<file path="config.mk">
export PLATFORM = sky130hd
export DESIGN_NAME = twall_led_driver
export DESIGN_NICKNAME = d
export VERILOG_FILES = /design/src/rtl/twall_led_driver.sv
export SDC_FILE = /design/constraint.sdc
export NUM_CORES = 1
export LEC_CHECK = 0
export ABC_AREA = 1
export ABC_CLOCK_PERIOD_IN_PS = 1400
export CORE_UTILIZATION = 42
export CTS_CLUSTER_SIZE = 16
export DETAILED_ROUTE_END_ITERATION = 10
export PLACE_DENSITY = 0.77
export SYNTH_ARGS = -nofsm -noshare
export SYNTH_HDL_FRONTEND = slang
export SYNTH_SLANG_ARGS = --single-unit
</file>
<file path="constraint.sdc">
create_clock -name dck -period 1.4 [get_ports dck]
set_input_delay 0.28 -clock dck [delete_from_list [all_inputs] [get_ports dck]]
set_output_delay 0.28 -clock dck [all_outputs]
set_load 0.02 [all_outputs]
</file>
<file path="src/rtl/twall_led_driver.sv">
// ============================================================================
// twall_led_driver
// ----------------------------------------------------------------------------
// One slice of the tile-wall LED column driver. Several slices daisy-chain
// sout -> sin. Serial data is shifted on every dck rise. The number of dck
// rises seen with lat high selects a command. The command runs on the first
// rise with lat low:
//   1/2/3 : latch the shift register into the R/G/B channel enables
//   4     : load the config word (cfg[0] = global output enable)
//   5     : load LED-open flags {lod_b, lod_g, lod_r} for read-back
//   6     : load status {gck_q, tsd, otp_trim} for read-back
//   7     : no operation (lat_cnt saturates here)
// Lamp-test mode is entered when sin and lat are both high and both pad
// voltage codes reach VOLT_TEST_TH. It forces all channel outputs on, and
// only reset leaves it.
//
// Ports
//   dck            in   serial clock, rising edge, the only clock
//   resb           in   synchronous active-high reset
//   sin            in   serial data in
//   lat            in   latch / command strobe
//   gck            in   grey-scale clock, sampled as data
//   otp_trim[33:0] in   OTP trim word, reported in status
//   lod_r/g/b      in   LED-open detect flags per colour (16 bits each)
//   tsd            in   thermal shutdown, gates the outputs immediately
//   sin_volt       in   signed pad-level code on sin
//   lat_volt       in   signed pad-level code on lat
//   sout           out  serial out, MSB of the shift register
//   out_r/g/b      out  channel drive enables
//   dbg_lat_cnt    out  current LAT edge count (command decoder state)
//   dbg_test_mode  out  lamp-test mode flag
//   dbg_cfg        out  config word
// ============================================================================
module twall_led_driver #(
    parameter int CHANNEL_NUM  = 48,
    parameter int VOLT_TEST_TH = 7
) (
    input  logic                   dck,
    input  logic                   resb,
    input  logic                   sin,
    input  logic                   lat,
    input  logic                   gck,
    input  logic [33:0]            otp_trim,
    input  logic [15:0]            lod_r,
    input  logic [15:0]            lod_g,
    input  logic [15:0]            lod_b,
    input  logic                   tsd,
    input  logic signed [31:0]     sin_volt,
    input  logic signed [31:0]     lat_volt,
    output logic                   sout,
    output logic [CHANNEL_NUM-1:0] out_r,
    output logic [CHANNEL_NUM-1:0] out_g,
    output logic [CHANNEL_NUM-1:0] out_b,
    output logic [2:0]             dbg_lat_cnt,
    output logic                   dbg_test_mode,
    output logic [15:0]            dbg_cfg
);

    localparam logic [2:0] CMD_IDLE        = 3'd0;
    localparam logic [2:0] CMD_LATCH_R     = 3'd1;
    localparam logic [2:0] CMD_LATCH_G     = 3'd2;
    localparam logic [2:0] CMD_LATCH_B     = 3'd3;
    localparam logic [2:0] CMD_LOAD_CFG    = 3'd4;
    localparam logic [2:0] CMD_LOAD_LOD    = 3'd5;
    localparam logic [2:0] CMD_LOAD_STATUS = 3'd6;
    localparam logic [2:0] CMD_NOP         = 3'd7;

    logic [CHANNEL_NUM-1:0] r_sreg;
    logic [CHANNEL_NUM-1:0] r_latch_r;
    logic [CHANNEL_NUM-1:0] r_latch_g;
    logic [CHANNEL_NUM-1:0] r_latch_b;
    logic [15:0]            r_cfg;
    logic [2:0]             r_lat_cnt;
    logic                   r_gck_q;
    logic                   r_test_mode;

    logic                   w_sin;
    logic                   w_cmd_valid;
    logic                   w_test_entry;
    logic                   w_out_en;
    logic [47:0]            w_lod_all;
    logic [35:0]            w_status_all;
    logic [CHANNEL_NUM-1:0] w_lod_fit;
    logic [CHANNEL_NUM-1:0] w_status_fit;
    logic [CHANNEL_NUM-1:0] w_sreg_next;

    // An undriven or unknown pad reads as 0 rather than spreading X.
    assign w_sin = (sin === 1'b1);

    // A command runs on the first rise with lat low after a LAT run.
    assign w_cmd_valid = ~lat && (r_lat_cnt != CMD_IDLE);

    // The voltage codes are signed, so a negative code never qualifies.
    assign w_test_entry = lat && w_sin &&
                          (sin_volt >= VOLT_TEST_TH) &&
                          (lat_volt >= VOLT_TEST_TH);

    assign w_lod_all    = {lod_b, lod_g, lod_r};
    assign w_status_all = {r_gck_q, tsd, otp_trim};

    // Fit the read-back words to the register width.
    // The MSB end is zero-padded or truncated.
    always_comb begin
        w_lod_fit    = '0;
        w_status_fit = '0;
        for (int i = 0; (i < 48) && (i < CHANNEL_NUM); i++) begin
            w_lod_fit[i] = w_lod_all[i];
        end
        for (int i = 0; (i < 36) && (i < CHANNEL_NUM); i++) begin
            w_status_fit[i] = w_status_all[i];
        end
    end

    // A status load replaces the shift on that edge.
    always_comb begin
        w_sreg_next = {r_sreg[CHANNEL_NUM-2:0], w_sin};
        if (w_cmd_valid && (r_lat_cnt == CMD_LOAD_LOD)) begin
            w_sreg_next = w_lod_fit;
        end else if (w_cmd_valid && (r_lat_cnt == CMD_LOAD_STATUS)) begin
            w_sreg_next = w_status_fit;
        end
    end

    always_ff @(posedge dck) begin
        if (resb) begin
            r_sreg      <= '0;
            r_latch_r   <= '0;
            r_latch_g   <= '0;
            r_latch_b   <= '0;
            r_cfg       <= '0;
            r_lat_cnt   <= CMD_IDLE;
            r_gck_q     <= 1'b0;
            r_test_mode <= 1'b0;
        end else begin
            r_sreg  <= w_sreg_next;
            r_gck_q <= gck;

            if (lat) begin
                if (r_lat_cnt != CMD_NOP) begin
                    r_lat_cnt <= r_lat_cnt + 3'd1;
                end
            end else begin
                r_lat_cnt <= CMD_IDLE;
            end

            // Decode uses the pre-edge shift register contents.
            if (w_cmd_valid) begin
                case (r_lat_cnt)
                    CMD_LATCH_R:  r_latch_r <= r_sreg;
                    CMD_LATCH_G:  r_latch_g <= r_sreg;
                    CMD_LATCH_B:  r_latch_b <= r_sreg;
                    CMD_LOAD_CFG: r_cfg     <= r_sreg[15:0];
                    default:      ;
                endcase
            end

            if (w_test_entry) begin
                r_test_mode <= 1'b1;
            end
        end
    end

    // tsd gates the outputs directly and leaves the latches unchanged.
    assign w_out_en = r_cfg[0] & ~tsd;

    assign out_r = r_test_mode ? {CHANNEL_NUM{1'b1}} : (r_latch_r & {CHANNEL_NUM{w_out_en}});
    assign out_g = r_test_mode ? {CHANNEL_NUM{1'b1}} : (r_latch_g & {CHANNEL_NUM{w_out_en}});
    assign out_b = r_test_mode ? {CHANNEL_NUM{1'b1}} : (r_latch_b & {CHANNEL_NUM{w_out_en}});

    assign sout          = r_sreg[CHANNEL_NUM-1];
    assign dbg_lat_cnt   = r_lat_cnt;
    assign dbg_test_mode = r_test_mode;
    assign dbg_cfg       = r_cfg;

endmodule

</file>
==> metrics.md, run 1 <==
| Metric | Value |
|---|---|
| Outcome | `finished with violations` |
| Violated checks | `design-rule violations, negative setup slack` |
| Final setup skew | `0.00944 ns` |
| Crit-path max FO | `7` |
| Core area | `0.0220 sq mm` |
| TritonCTS Sinks | `213` |
| Max Root-Sink Buffers | `3` |
| Hold path depth | `4` |
| Post-CTS Hold Fix Bufs | `0` |
| Placed inst area | `0.0141 sq mm` |
| Row count | `54` |
| Kind of end point of the critical path | `output port` |
| Hold Crit Start | `resb` |
| Period Utilization, post-route | `140%` |
| RSZ-0062 raised after global routing | `yes` |
| CTS Root Cell | `clkbuf_16` |
| FF-to-FF End | `r_latch_g[2]` |
| Area occupied by multi-input gates | `0.00598 sq mm` |
| Maximum vdd drop | `0.739 mV` |
| Mapped Area | `0.00950 sq mm` |
| Hold Fails Final Rpt | `0` |
| Area of the die | `0.0232 sq mm` |
| Met2 WL | `20.6 mm` |
| Unique masters post-synth | `22` |
| TritonRoute pass-1 iters | `9` |
| Vias | `11000` |
| Final setup viols | `357` |
| Max-cap violations | `0` |
| Via-per-instance ratio | `5.61` |
| Area delta synth->final | `90.3%` |
| Min-Delay Endpoint | `r_latch_r[47]` |
| Wl on met1 | `16.5 mm` |
| Largest net degree at the start of global routing | `51` |
| Clk slew on worst S/H paths | `0.06 ns` |
| Vias in the first global route | `9849` |
| Grt total ovfl | `0` |
| Finished layout cell area | `0.0181 sq mm` |
| R2R Setup Slk | `-0.40 ns` |
| Sequential Area | `0.00428 sq mm` |
| Commonest cells after routing, fill and taps aside | `dfxtp_1 (207), inv_1 (198), buf_6 (151), clkdlybuf4s50_1 (150), o21ai_2 (138)` |
| Initial Util | `43.1%` |
| Worst r2r path cells | `9` |
| Latest clock arrival within the worst-skew pair | `0.50 ns` |
| Post-Route WL | `42.4 mm` |
| First-iteration detailed-routing DRC count | `742` |
| Commonest non-fill, non-tap cell in the layout | `dfxtp_1` |
| Tightest Hold Check Type | `in2reg` |
| Global-route usage over all layers | `28.6%` |
| Worst slew margin | `73.4%` |
| Mapped Cells | `1257` |
| Htree depth | `1` |
| PnR worst setup slack | `-0.558 ns` |
| Crit path time final | `1.96 ns` |
| Worst Tran Pin Value | `0.399 ns` |
| Worst r2r src | `dbg_lat_cnt[0]` |
| Post-DR wirelength/cell | `21.7 um` |
| Fmax | `511 MHz` |
| Fraction of layout cells with a size suffix above 1 | `42.7%` |
| Die width | `152 um` |
| Initial antenna violation count | `1` |
| CTS buffer count | `22` |
| Met3 wire len | `3.49 mm` |
| Number of port buffers | `316` |
| Worst EP required | `1.12 ns` |
| Die Ht | `152 um` |
| Synthesized flop and latch total | `213` |
| Slew Limit Fails | `0` |
| Cell Pwr Density | `819 mW/mm^2` |
| Setup crit start kind | `input port` |
| Drc violations | `17` |
| Final nets | `1816` |
| GPL Wtd Cong | `0.829` |
| Syn_area_per_cell | `7.56 sq um` |
| Yosys warnings | `0` |
| Fill cells | `1224` |
| CTS tree | `done` |
| # IOs | `317` |
| Highest routed layer | `met4` |
| Leakage Power | `7.33 nW` |
| First-pass GRT wire length | `52.8 mm` |
| Detail Route Antenna Nets | `0` |
| Total Power | `0.0148 W` |
| Critical path class | `in2out` |
| Syn nets | `1415` |
| Hpwl dp | `21.1 mm` |
| Post-synthesis sequential area ratio | `44.9%` |
| Crit path DAT | `1.68 ns` |
## worst max path at each step
stage | start | endpoint | slack [ns]
2_1_floorplan | dbg_cfg[0] | out_b[0] | -0.12
3_3_place_gp | tsd | out_g[18] | -0.98
3_5_place_dp | tsd | out_r[16] | -1.0
4_1_cts | dbg_cfg[0] | out_r[40] | -0.59
5_1_grt | dbg_cfg[0] | out_g[16] | -0.61
6_report | tsd | out_b[25] | -0.56
## flip-flops by register name (all words and copies together) (netlist names)
signal         flops
dbg_lat_cnt        3
r_sreg            48
r_latch_b         48
r_gck_q            1
r_latch_g         48
r_latch_r         48
dbg_test_mode      1
dbg_cfg           16
## layout make-up
class	instances	area share (%)
Sequential cell	213	23.7
Antenna cell	1	0.0138
Clock buffer	28	3.51
Inverter	208	4.47
Timing Repair Buffer	473	32.3
Tap cell	280	1.94
Multi-Input combinational cell	739	33.1
Timing Repair inverter	1	0.0346
Clock inverter	12	1.04
## cells by family after synthesis
group	synth area share, %
buffers and inverters	13.6
adder cells (fa/ha/maj)	0.790
AO/OA/AOI/OAI	27.7
multiplexers	5.53
flip-flops	44.9
AND/OR/NAND/NOR	7.57
## routing by layer
metal  up-vias  global-route usage, %
met5         -                      0
met4         0                   11.4
met3       147                   4.92
met2       668                   49.7
met1      5207                   35.3
li1       4942                      -
## where the power goes
| group | internal, W | switching (W) |
|---|---|---|
| sequential | 0.00611 | 0.0000345 |
| clock | 0.00413 | 0.00250 |
| combinational | 0.00107 | 0.000976 |
## per-stage QoR
step                hold WS, ns  util (%)  TNS, ns  worst slack (ns)  instances
finish                    0.204      82.1  -121.65            -0.558       1955
CTS                       0.211      71.9  -104.33            -0.594       1904
global route              0.228      82.1  -137.89            -0.609       1955
global placement          0.431      64.1  -193.20            -0.977       1822
floorplan                 0.387         -   -0.857            -0.123       1257
detailed placement        0.438      64.1  -199.79            -0.997       1822
## cell usage after synthesis (all sizes together)
cell | n | area, sq um
clkinv | 1 | 3.75
clkbuf | 66 | 250
nand3 | 19 | 123
buf | 35 | 259
inv | 207 | 777
dfxtp | 213 | 4260
o21ai | 341 | 1740
nand3b | 1 | 7.51
ha | 6 | 75.1
a211oi | 2 | 15.0
a21oi | 174 | 871
nor2 | 118 | 443
mux2 | 35 | 526
nand2 | 39 | 146
## critical path, stage by stage
cell and delay [ns]:
clkdlybuf4s50_1 0.44, inv_4 0.20, nand2_8 0.16, buf_12 0.18, buf_6 0.12, o21ai_4 0.14, buf_6 0.13
## repair_timing
action	in CTS	in global routing
cloned	17	32
buffers inserted	25	26
pin swaps	11	33
gates resized for setup	811	586
endpoints found under the setup margin	358	370
No activity file was read; power rests on OpenSTA's default activity.
==> run 2, diff against run 1 <==
--- a/config.mk
+++ b/config.mk
@@ -7,10 +7,12 @@
 export LEC_CHECK = 0
 export ABC_AREA = 1
 export ABC_CLOCK_PERIOD_IN_PS = 1400
+export CORE_MARGIN = 2
 export CORE_UTILIZATION = 42
 export CTS_CLUSTER_SIZE = 16
 export DETAILED_ROUTE_END_ITERATION = 10
 export PLACE_DENSITY = 0.77
+export SKIP_LAST_GASP = 1
 export SYNTH_ARGS = -nofsm -noshare
 export SYNTH_HDL_FRONTEND = slang
 export SYNTH_SLANG_ARGS = --single-unit
==> run 2 against run 1 <==
  * The flow finishes with violations (negative setup slack)
  * Global-route usage increased by 0.51 points
  * Die area increased by 2.6%
  * Core utilization is 5.3 points lower
  * Clock skew increased by 0.023 ns
  * Sequential power is essentially flat
  * Sequential share of layout area grew 1.2 points
  * Clock power down 13%
  * Cell count down 0.72%
  * Setup slack got worse by 0.056 ns
  * Via count fell by 0.49%
  * Largest cell class unchanged
  * Highest routed layer unchanged
==> metrics.md, run 2 (synthesis results as in run 1) <==
| Metric | Value |
|---|---|
| Outcome | `finished with violations` |
| Violated checks | `negative setup slack` |
| Htree depth | `1 (unchanged)` |
| First-iteration detailed-routing DRC count | `813 (+9.6%)` |
| Total Power | `0.0139 W (-6.2%)` |
| Initial Util | `42.4% (-0.78 points)` |
| Kind of end point of the critical path | `output port` |
| Die Ht | `154 um (+1.3%)` |
| R2R Setup Slk | `-0.38 ns (+0.02 ns)` |
| Sequential fraction of design power | `44.3% (+2.8 points)` |
| Cell count after placement | `1827 (+0.27%)` |
| Fraction of layout cells with a size suffix above 1 | `40.1% (-2.5 points)` |
| Global-route usage over all layers | `29.1% (+0.51 points)` |
| Clock power share | `41.4% (-3.3 points)` |
| P_int | `0.0105 W (-7.5%)` |
| Slew Limit Fails | `0 (unchanged)` |
| Comb pwr share | `14.4% (+0.6 points)` |
| Worst EP required | `1.12 ns (about the same)` |
| Core area | `0.0224 sq mm (+1.9%)` |
| Hold Fails Final Rpt | `0 (unchanged)` |
| Hpwl dp | `22.1 mm (+5.1%)` |
| Area of the die | `0.0238 sq mm (+2.6%)` |
| Vias in the first global route | `10100 (+2.2%)` |
| Initial antenna violation count | `1 (unchanged)` |
| Final nets | `1800 (-0.88%)` |
| Crit path time final | `2.01 ns (+0.0559 ns)` |
| Post-CTS Hold Fix Bufs | `0 (unchanged)` |
| Min-Delay Endpoint | `r_latch_r[46]` |
| Fin cells | `1941 (-0.72%)` |
| GPL Wtd Cong | `0.864 (+4.2%)` |
| Finished layout cell area | `0.0172 sq mm (-4.8%)` |
| Leakage Power | `7.08 nW (-3.4%)` |
| Worst slew margin | `69.2% (-4.1 points)` |
| # IOs | `317 (unchanged)` |
| Post-Route WL | `42.4 mm (about the same)` |
| Crit-path max FO | `8 (+1)` |
| Final setup viols | `350 (-2.0%)` |
| Crit path DAT | `1.73 ns (+0.05 ns)` |
| PnR worst setup slack | `-0.614 ns (-0.0559 ns)` |
| Crit-path slowest cell | `dfxtp_4` |
| Period Utilization, post-route | `144% (+4.0 points)` |
| CP Cell Sequence | `nand2_8 > clkbuf_16 > o21ai_1 > buf_4` |
| Die width | `154 um (+1.3%)` |
| Hold path depth | `4 (unchanged)` |
| Detail Route Antenna Nets | `0 (unchanged)` |
| Final setup skew | `0.0320 ns (+0.0226 ns)` |
| Area delta synth->final | `81.2%` |
| Worst r2r src | `dbg_lat_cnt[1]` |
| Vias | `10900 (-0.49%)` |
| Number of port buffers | `316 (unchanged)` |
| RSZ-0062 raised after global routing | `yes` |
| Via-per-instance ratio | `5.62 (+0.23%)` |
| Sw Share | `24.7% (+1.1 points)` |
| Hold Crit Start | `resb` |
| CTS Root Cell | `clkbuf_16` |
| First-pass GRT wire length | `54.6 mm (+3.4%)` |
| Tightest Hold Check Type | `in2reg` |
| Clk slew on worst S/H paths | `0.06 ns (about the same)` |
| Max Root-Sink Buffers | `3 (unchanged)` |
| Placed inst area | `0.0141 sq mm (about the same)` |
| Row count | `55 (+1.9%)` |
| Hold_ws | `0.234 ns (+0.0298 ns)` |
| NetSw | `0.00344 W (-2.0%)` |
| TNS Setup | `-123.92 ns (-2.27 ns)` |
| FF-to-FF End | `r_latch_r[34]` |
| Cell Pwr Density | `807 mW/mm^2 (-1.5%)` |
| CTS tree | `done` |
| Commonest non-fill, non-tap cell in the layout | `dfxtp_1` |
| Drc violations | `0 (-17)` |
| Setup crit start kind | `flop` |
| Latest clock arrival within the worst-skew pair | `0.52 ns (+0.02 ns)` |
| Worst Tran Pin Value | `0.461 ns (+0.0617 ns)` |
| Max-cap violations | `0 (unchanged)` |
| Grt total ovfl | `0 (unchanged)` |
| Commonest cells after routing, fill and taps aside | `dfxtp_1 (207), inv_1 (199), clkdlybuf4s50_1 (150), buf_4 (127), o21ai_2 (123)` |
| Fmax | `497 MHz (-2.8%)` |
| CTS buffer count | `22 (unchanged)` |
| Worst r2r path cells | `8 (-1)` |
| TritonRoute pass-1 iters | `5 (-4)` |
| Largest net degree at the start of global routing | `51 (unchanged)` |
| Critical path class | `reg2out` |
| Max stage delay on crit path | `0.45 ns (about the same)` |
| Maximum vdd drop | `0.713 mV (-3.5%)` |
| TritonCTS Sinks | `213 (unchanged)` |
| Post-DR wirelength/cell | `21.9 um (+0.73%)` |
## run 2: cell types whose count changed in the layout (fill, tap and decap cells not counted), moves of 5 or more
cell | before | now
a21oi_1 | 136 | 122
a21oi_2 | 34 | 47
buf_4 | 61 | 127
bufinv_16 | 5 | 0
buf_8 | 11 | 3
buf_16 | 15 | 23
clkdlybuf4s15_2 | 12 | 0
buf_2 | 7 | 25
buf_6 | 151 | 68
o21ai_4 | 101 | 81
o21ai_2 | 138 | 123
o21ai_1 | 45 | 77
## run 2: final cells by class
| class | instances | area, sq um |
|---|---|---|
| Sequential cell | 213 | 4280 |
| Tap cell | 285 | 357 |
| Clock inverter | 3 | 26.3 |
| Clock buffer | 34 | 676 |
| Antenna cell | 1 | 2.50 |
| Fill cell | 1423 | 5210 |
| Multi-Input combinational cell | 738 | 5690 |
| Inverter | 208 | 798 |
| Timing Repair Buffer | 459 | 5400 |
## run 2: stage by stage
step | util (%) | worst slack (ns)
after CTS | 69.2 | -0.570
final | 76.8 | -0.614
after global routing | 76.8 | -0.646
after floorplan | - | -0.123
after global placement | 63.0 | -0.955
after detailed placement | 63.0 | -0.946
## run 2: how the worst max path moves through the flow
stage                          start   endpoint  slack, ns  depth (start not counted)
after detailed placement         tsd  out_g[47]      -0.95                          6
after CTS                 dbg_cfg[0]  out_g[32]      -0.57                          4
after global placement           tsd  out_g[47]      -0.96                          6
final                     dbg_cfg[0]  out_g[15]      -0.61                          4
after global routing      dbg_cfg[0]  out_g[15]      -0.65                          4
after floorplan           dbg_cfg[0]   out_b[0]      -0.12                          4
## run 2: timing repair
action | 4_1_cts | 5_1_grt
buffers inserted | 21 | 13
endpoints found under the setup margin | 353 | 358
gates cloned | 23 | 23
gates resized for setup | 791 | 436
pin swaps | 15 | 47
## run 2: power groups by stage
stage | clock [W] | combinational, W | sequential (W)
2_1_floorplan | 0 | 0.000704 | 0.00627
3_3_place_gp | 0 | 0.00161 | 0.00628
3_5_place_dp | 0 | 0.00163 | 0.00628
4_1_cts | 0.00573 | 0.00169 | 0.00614
5_1_grt | 0.00601 | 0.00210 | 0.00615
6_report | 0.00575 | 0.00200 | 0.00615
## run 2: critical path: cells and delay by family, from the launching register on
family | cells | cell delay (ns)
AO/OA/AOI/OAI | 1 | 0.18
buffers and inverters | 2 | 0.41
AND/OR/NAND/NOR | 1 | 0.17
flip-flops | 1 | 0.45
## run 2: metal layers
layer,wire [um],global-route usage [%],vias up
met5,0,0,-
met4,2420,13.8,0
met3,3570,4.79,178
met2,20700,50.6,672
met1,15700,35.2,5152
li1,-,-,4908
